[src/rtl/reg_file_mp_pkg.sv]
// Shared constants and types for the multi-read-port register file.
// Optional busy scoreboard is enabled by defining REGFILE_SCOREBOARD_EN.
package regfile_pkg;

    localparam int XLEN_DEFAULT  = 32;
    localparam int NREGS_DEFAULT = 32;
    localparam int NREAD_DEFAULT = 2;
    localparam int AW_DEFAULT    = $clog2(NREGS_DEFAULT);

    typedef logic [AW_DEFAULT-1:0]   reg_addr_t;
    typedef logic [XLEN_DEFAULT-1:0] word_t;

endpackage

[src/rtl/reg_file_mp_if.sv]
// Bus between decode/writeback and the register file.
// The Issue/Issue_rd/Busy signals exist only when REGFILE_SCOREBOARD_EN is defined.
interface reg_file_mp_if
    import regfile_pkg::*;
#(
    parameter int XLEN  = XLEN_DEFAULT,
    parameter int NREGS = NREGS_DEFAULT,
    parameter int NREAD = NREAD_DEFAULT
);
    localparam int AW = $clog2(NREGS);

    logic              Wreg;
    logic [AW-1:0]     Wrd;
    logic [XLEN-1:0]   Wdata;
    logic [NREAD-1:0]  Ren;
    logic [AW-1:0]     Raddr [NREAD];
    logic [XLEN-1:0]   Rdata [NREAD];
`ifdef REGFILE_SCOREBOARD_EN
    logic              Issue;
    logic [AW-1:0]     Issue_rd;
    logic [NREAD-1:0]  Busy;

    modport master (output Wreg, Wrd, Wdata, Ren, Raddr, Issue, Issue_rd,
                    input  Rdata, Busy);
    modport slave  (input  Wreg, Wrd, Wdata, Ren, Raddr, Issue, Issue_rd,
                    output Rdata, Busy);
`else
    modport master (output Wreg, Wrd, Wdata, Ren, Raddr,
                    input  Rdata);
    modport slave  (input  Wreg, Wrd, Wdata, Ren, Raddr,
                    output Rdata);
`endif

endinterface

[src/rtl/reg_file_mp_rport.sv]
// One read port: zero-register / write-bypass selection feeding an
// enable-gated output flop, plus the busy flop when REGFILE_SCOREBOARD_EN is defined.
module reg_file_rport
    import regfile_pkg::*;
#(
    parameter int XLEN     = XLEN_DEFAULT,
    parameter int NREGS    = NREGS_DEFAULT,
    parameter int ZERO_REG = 1
) (
    input  logic                     Clock,
    input  logic                     nReset,
    input  logic                     Ren,
    input  logic [$clog2(NREGS)-1:0] Raddr,
    input  logic                     Wreg,
    input  logic [$clog2(NREGS)-1:0] Wrd,
    input  logic [XLEN-1:0]          Wdata,
    input  logic [XLEN-1:0]          stored,
`ifdef REGFILE_SCOREBOARD_EN
    input  logic                     busy_in,
    output logic                     Busy,
`endif
    output logic [XLEN-1:0]          Rdata
);

    logic [XLEN-1:0] value;

    // Hardwired zero wins over the bypass; otherwise a same-cycle write is forwarded.
    always_comb begin
        value = stored;
        if (ZERO_REG != 0 && Raddr == '0)
            value = '0;
        else if (Wreg && Wrd == Raddr)
            value = Wdata;
    end

    // Registered read data; a low Ren holds the previous value for stalls.
    always_ff @(posedge Clock or negedge nReset) begin
        if (!nReset)
            Rdata <= '0;
        else if (Ren)
            Rdata <= value;
    end

`ifdef REGFILE_SCOREBOARD_EN
    // Busy flag follows the post-update scoreboard state, held like Rdata.
    always_ff @(posedge Clock or negedge nReset) begin
        if (!nReset)
            Busy <= 1'b0;
        else if (Ren)
            Busy <= busy_in;
    end
`endif

endmodule

[src/rtl/reg_file_mp.sv]
// Multi-read-port register file with registered reads and write-first bypass.
// Define REGFILE_SCOREBOARD_EN to add the per-register busy scoreboard.
module reg_file_mp
    import regfile_pkg::*;
#(
    parameter int XLEN     = XLEN_DEFAULT,
    parameter int NREGS    = NREGS_DEFAULT,
    parameter int NREAD    = NREAD_DEFAULT,
    parameter int ZERO_REG = 1
) (
    input logic          Clock,
    input logic          nReset,
    reg_file_mp_if.slave bus
);

    logic [XLEN-1:0] regs [NREGS];

    // Storage array; writes to register 0 are dropped when it is hardwired to zero.
    always_ff @(posedge Clock or negedge nReset) begin
        if (!nReset) begin
            for (int i = 0; i < NREGS; i++)
                regs[i] <= '0;
        end else if (bus.Wreg && !(ZERO_REG != 0 && bus.Wrd == '0)) begin
            regs[bus.Wrd] <= bus.Wdata;
        end
    end

`ifdef REGFILE_SCOREBOARD_EN
    logic [NREGS-1:0] busy;
    logic [NREGS-1:0] busy_next;

    // Writeback clears a bit, issue sets one; set is applied last so it wins.
    always_comb begin
        busy_next = busy;
        if (bus.Wreg)
            busy_next[bus.Wrd] = 1'b0;
        if (bus.Issue && !(ZERO_REG != 0 && bus.Issue_rd == '0))
            busy_next[bus.Issue_rd] = 1'b1;
    end

    // Busy vector register.
    always_ff @(posedge Clock or negedge nReset) begin
        if (!nReset)
            busy <= '0;
        else
            busy <= busy_next;
    end
`endif

    for (genvar p = 0; p < NREAD; p++) begin : g_rport
        reg_file_rport #(
            .XLEN     (XLEN),
            .NREGS    (NREGS),
            .ZERO_REG (ZERO_REG)
        ) u_rport (
            .Clock   (Clock),
            .nReset  (nReset),
            .Ren     (bus.Ren[p]),
            .Raddr   (bus.Raddr[p]),
            .Wreg    (bus.Wreg),
            .Wrd     (bus.Wrd),
            .Wdata   (bus.Wdata),
            .stored  (regs[bus.Raddr[p]]),
`ifdef REGFILE_SCOREBOARD_EN
            .busy_in (busy_next[bus.Raddr[p]]),
            .Busy    (bus.Busy[p]),
`endif
            .Rdata   (bus.Rdata[p])
        );
    end

endmodule

[src/flat_wrapper.sv]
// flat-port wrapper written by rule: the top's interface ports become plain ports
module reg_file_mp_flat import regfile_pkg::*;
#(
    parameter int XLEN     = XLEN_DEFAULT,
    parameter int NREGS    = NREGS_DEFAULT,
    parameter int NREAD    = NREAD_DEFAULT,
    parameter int ZERO_REG = 1
)
  (Clock, nReset, bus_Wreg, bus_Wrd, bus_Wdata, bus_Ren, bus_Raddr, bus_Rdata);
  reg_file_mp_if #(.XLEN(XLEN), .NREGS(NREGS), .NREAD(NREAD)) bus_i ();
  input logic Clock;
  input logic nReset;
  input wire logic [$bits(bus_i.Wreg)-1:0] bus_Wreg;
  input wire logic [$bits(bus_i.Wrd)-1:0] bus_Wrd;
  input wire logic [$bits(bus_i.Wdata)-1:0] bus_Wdata;
  input wire logic [$bits(bus_i.Ren)-1:0] bus_Ren;
  input wire logic [$bits(bus_i.Raddr)-1:0] bus_Raddr;
  output wire logic [$bits(bus_i.Rdata)-1:0] bus_Rdata;
  assign bus_i.Wreg = bus_Wreg;
  assign bus_i.Wrd = bus_Wrd;
  assign bus_i.Wdata = bus_Wdata;
  assign bus_i.Ren = bus_Ren;
  assign bus_i.Raddr = {>>{bus_Raddr}};
  assign bus_Rdata = {>>{bus_i.Rdata}};
  reg_file_mp #(.XLEN(XLEN), .NREGS(NREGS), .NREAD(NREAD), .ZERO_REG(ZERO_REG)) u_core (.Clock(Clock), .nReset(nReset), .bus(bus_i));
endmodule
[config.mk]
export PLATFORM = sky130hd
export DESIGN_NAME = reg_file_mp_flat
export DESIGN_NICKNAME = d
export VERILOG_FILES = /design/src/rtl/reg_file_mp_pkg.sv /design/src/rtl/reg_file_mp_if.sv /design/src/rtl/reg_file_mp_rport.sv /design/src/rtl/reg_file_mp.sv /design/src/flat_wrapper.sv
export SDC_FILE = /design/constraint.sdc
export NUM_CORES = 2
export LEC_CHECK = 0
export ABC_AREA = 1
export BUFFER_PORTS_ARGS = -buffer_cell sky130_fd_sc_hd__buf_4
export CAP_MARGIN = 25
export CORE_UTILIZATION = 33
export DETAILED_ROUTE_END_ITERATION = 8
export SYNTH_ARGS = -nofsm -noshare
export SYNTH_HDL_FRONTEND = slang
export SYNTH_SLANG_ARGS = --single-unit
[constraint.sdc]
create_clock -name Clock -period 2.05 [get_ports Clock]
set_clock_uncertainty 0.05 [all_clocks]
set_input_delay 0.205 -clock Clock [delete_from_list [all_inputs] [get_ports Clock]]
set_output_delay 0.205 -clock Clock [all_outputs]
set_load 0.01 [all_outputs]
-- Yosys cells after proc, flatten, opt, wreduce, memory -nomap -nowiden
Cells that the tools add are included.
W data, S select, Z words.
- register bits: 1088
- RAM bits: 0
- bits in latches: 0
- memory bits (read-only): 0
- memories: 0
- shift operators: 0
- div/mod/pow operators: 0
- equality and inequality tests: 2
- bitwise operators: 3
- add/sub/neg operators: 0
- magnitude comparators: 4
- reductions and logical operators: 8
- multiply operators: 0
- multiplexer cells: 13
- operators by type and width (cell ; number):
    $bwmux W1024 ; 1
    $bmux W32 S5 ; 2
    $mux W32 ; 9
    $demux W32 S5 ; 1
    $ge A6 B6 Y1 const B ; 3
    $not A5 Y6 ; 3
    $logic_not A5 Y1 ; 3
    $eq A5 B5 Y1 ; 2
    $lt A6 B1 Y1 const B ; 1
    $logic_and A1 B1 Y1 ; 4
    $logic_not A1 Y1 ; 1

-- Longest topological paths before layout
- depth after elaboration: 6
- mapped depth: 13

-- By module
A second synthesis with hierarchy kept.
- cells, all modules: 8882
- area, all modules: 60158.9 µm²
- modules (own cells, without submodules) (module ; cells an instance ; instances ; area each (µm²)):
    reg_file_mp ; 8270 ; 1 ; 56110.1
    reg_file_rport ; 306 ; 2 ; 2024.4

-- Worst setup path before layout
No wires, ideal clock.
- path type: input to register
- start point: input port bus_Wrd[3]
- end point: register u_core.regs[961] (netlist bit)
- arrival time: 1.417 ns
- stages: 6
- slack: 0.450 ns
- library setup time: 0.133 ns
- cell sequence: buf_2 > nor2_2 > nand2_1 > nor3_2 > clkbuf_1 > a21oi_1
- longest elaborated chain between the ends: 6
- elaborated cells between the ends (all ways): 10
- ends and longest elaborated chain (element ; RTL line ; text):
    from (decl) ; flat_wrapper.sv:14 ; input wire logic [$bits(bus_i.Wrd)-1:0] bus_Wrd;
    $not A5 Y6 (not written as such) ; reg_file_mp.sv:24 ; regs[bus.Wrd] <= bus.Wdata;
    $ge A6 B6 Y1 (not written as such) / $lt A6 B1 Y1 (equally long branches) ; reg_file_mp.sv:24 ;
    $logic_and A1 B1 Y1 (not written as such) ; reg_file_mp.sv:24 ;
    $mux W32 (not written as such) ; reg_file_mp.sv:24 ;
    $demux W32 S5 ; reg_file_mp.sv:24 ;
    $bwmux W1024 ; reg_file_mp.sv:24 ;
    to (signal, indexed assignment) ; reg_file_mp.sv:24 ;
    to (decl) ; reg_file_mp.sv:16 ; logic [XLEN-1:0] regs [NREGS];
Parallel ways exist; a longest one is shown, timed or not.
A chain may end at the register's enable or synchronous reset.

-- Final worst setup path
- start point: input port bus_Wrd[3]
- end point: register u_core.regs[951] (netlist bit)
The elaborated chain is that of the path after synthesis.

==> summary.txt <==
Run
  – Max Cap Violations: 0

Timing
  – Final min period: around 1800 ps
  – Hold_ws: 60.9 ps
  – Final TNS setup: 0 ps
  – Max transition margin: 48.0%
  – Final worst slack: about 210 ps
  – Final Max Tran Viols: 0
  – Slew @ Worst Pin: 778 ps
  – RSZ-0062 raised after global routing: false
  – Achievable Freq: 543 MHz
  – Period utilization: between 80% and 90%
  – Final setup fails: 0
  – Final Hold Violating Endpoints: 0

Drt
  – Initial DRC Count: approximately 7,400
  – DR vias/cell: about 5.3
  – Total Routed Length: 254,000 µm
  – DRC: 0
  – First drt pass iteration count: 8
  – Post-route ant nets: 0
  – Routed len/inst: around 21 µm
  – Vias: 63,179

Yosys
  – Mean post-synth cell area: 6.50 µm²
  – Syn_nets: about 9,500
  – Sequential share of the synthesized area: 44.1%
  – Syn Std Cell Area: 61,700 µm²
  – FF+latch count, synth: ~1,100
  – Cell variety after synth: 18
  – Syn Inst Count: between 9,000 and 10,000
  – Ys Warns: 0

Place
  – Cells after DPL: between 10,000 and 15,000
  – Gpl congestion: about 0.88
  – DP HPWL: about 160,000 µm
  – Input/output buffers: 115
  – Place WS: 33.1 ps

Floorplanning
  – FP Rows: around 160
  – Die span in y: approximately 430 µm
  – Initial core utilization: between 30% and 40%
  – CORE AREA: ~190,000 µm²
  – Die area: ~190,000 µm²
  – Die width: 434 µm
  – # IOs: roughly 120

Clock tree
  – CTS resizes: 0
  – Clock latency on the worst-skew pair: between 700 and 800 ps
  – CTS max path bufs: 3
  – TritonCTS clock tree: yes
  – Clk slew on worst S/H paths: roughly 60 ps
  – Cts bufs inserted: ~120
  – Root Buffer: clkbuf_16
  – H-tree depth: 3
  – # clock sinks: 1,088

Critical path
  – Worst EP arrival: between 2000 and 2500 ps
  – Crit path max fanout: 38
  – FF-to-FF path depth: 10
  – RR Endpoint: u_core.g_rport[0].u_rport.Rdata[30]$_DFFE_PN0P_
  – Worst R2R Setup Slack: 550 ps
  – CP Launch Type: primary input
  – Worst Path Required: 2630 ps
  – Worst r2r src: u_core.regs[30]$_DFFE_PN0P_
  – WS Path Type: primary input to flop
  – Crit path capture type: flop

Worst hold path
  – Hold Path Stages: 5
  – Worst min path class: primary input to flop
  – Hold Path End: u_core.regs[779]$_DFFE_PN0P_
  – Hold_sp: bus_Wrd[2]

Global route
  – First-pass GRT wire length: roughly 380,000 µm
  – Grt ovf: 0
  – Vias in the first global route: ~60,000
  – GRT Overall Usage: 26.6%
  – Largest net degree at the start of global routing: about 100
  – Initial antenna violation count: 16

Layout
  – Non-Filler Instances: around 12,000
  – Syn-to-layout area delta: 18.0%
  – Final #Nets: roughly 9,500
  – Share of cells above drive strength 1: under 10%

Pwr
  – Pleak: approximately 0.036 µW
  – PwrDens: slightly above 900 nW/µm²
  – Maximum vdd drop: 0.881 mV
  – Tot Pwr: ~67,000 µW

Status
  – Status: finished, final reports clean
## synth_stat cells
| cell | n | area [µm²] |
|---|---|---|
| nand3_1 | 1158 | 5800 |
| inv_1 | 688 | 2580 |
| nor3_1 | 3 | 15.0 |
| clkinv_1 | 2 | 7.51 |
| clkbuf_1 | 530 | 1990 |
| nor2_2 | 13 | 81.3 |
| nor3_2 | 3 | 30.0 |
| nand4_1 | 5 | 31.3 |
| a21oi_1 | 354 | 1770 |
| buf_2 | 127 | 636 |
| inv_2 | 5 | 18.8 |
| dfrtp_1 | 1088 | 27200 |
| o21ai_1 | 4 | 20.0 |
| o21ai_0 | 638 | 3190 |
| o22ai_1 | 6 | 37.5 |
| nand2_1 | 3543 | 13300 |
| buf_1 | 61 | 229 |
| nor2_1 | 1259 | 4730 |
## per-stage QoR
stage / util, % / area [µm²]
floorplan: - / 61700
global placement: 36.7 / 68200
detailed placement: 36.7 / 68200
CTS: 39.2 / 72800
global route: 39.2 / 72800
finish: 39.2 / 72800
## worst max-delay path, stage by stage
cell	delay, ps
dlygate4sd3_1	630
buf_4	200
nor2_2	270
nand2_1	280
nor3_4	360
buf_12	300
o21ai_0	130
## worst max path at each step
stage / to / start / depth (start not counted)
after floorplan: u_core.regs[961]$_DFFE_PN0P_ / bus_Wrd[3] / 6
after global placement: u_core.g_rport[0].u_rport.Rdata[7]$_DFFE_PN0P_ / bus_Raddr[5] / 14
after detailed placement: u_core.g_rport[0].u_rport.Rdata[7]$_DFFE_PN0P_ / bus_Raddr[5] / 14
after CTS: bus_Rdata[43] / u_core.g_rport[0].u_rport.Rdata[11]$_DFFE_PN0P_ / 1
after global routing: u_core.regs[983]$_DFFE_PN0P_ / bus_Wrd[3] / 8
final: u_core.regs[951]$_DFFE_PN0P_ / bus_Wrd[3] / 7
## cell families after synthesis
kind of cell	synth area share [%]
AO/OA/AOI/OAI	8.14
buffers and inverters	8.86
flip-flops	44.1
AND/OR/NAND/NOR	38.9
## final cells by class
class	count	area, µm²
inverter	695	2640
clock buffer	162	3390
timing repair buffer	529	6350
clock inverter	52	769
sequential	1088	27200
multi-input combinational	6986	29300
fill	19409	113000
antenna	7	17.5
tap	2480	3100
## layer usage
| metal | track usage [%] | routed length (µm) | up-vias |
|---|---|---|---|
| met3 | 4.76 | 22400 | 653 |
| met2 | 41.9 | 114000 | 3132 |
| met1 | 35.5 | 106000 | 29993 |
| met4 | 12.1 | 12100 | 4 |
| met5 | 0 | 24 | - |
| li1 | - | - | 29397 |
## registers in the layout, indices dropped and copies added (netlist names)
signal	cells
u_core.regs	1024
u_core.g_rport.u_rport.Rdata	64
## timing repair
action / in CTS / in global routing
hold buffers: 41 / 0
setup buffers: 0 / 0
endpoints found under the hold margin: 1271 / 0
## power breakdown
group	total, µW	internal (µW)	switching (µW)	leakage (µW)
clock network	23400	13700	9750	0.00204
registers	28500	25800	2770	0.0135
logic	14800	5380	9430	0.0208
## cell usage in the layout, fill, tap and decap left out, types with 41 or more instances in the layout
cell,count
nand2_1,3529
buf_4,302
o21ai_0,638
buf_12,179
dlygate4sd3_1,41
nor2_1,1253
dfrtp_1,1088
clkbuf_16,118
nand3_1,1152
inv_1,682
a21oi_1,354
Note: power is estimated with default switching activity, not from simulation.
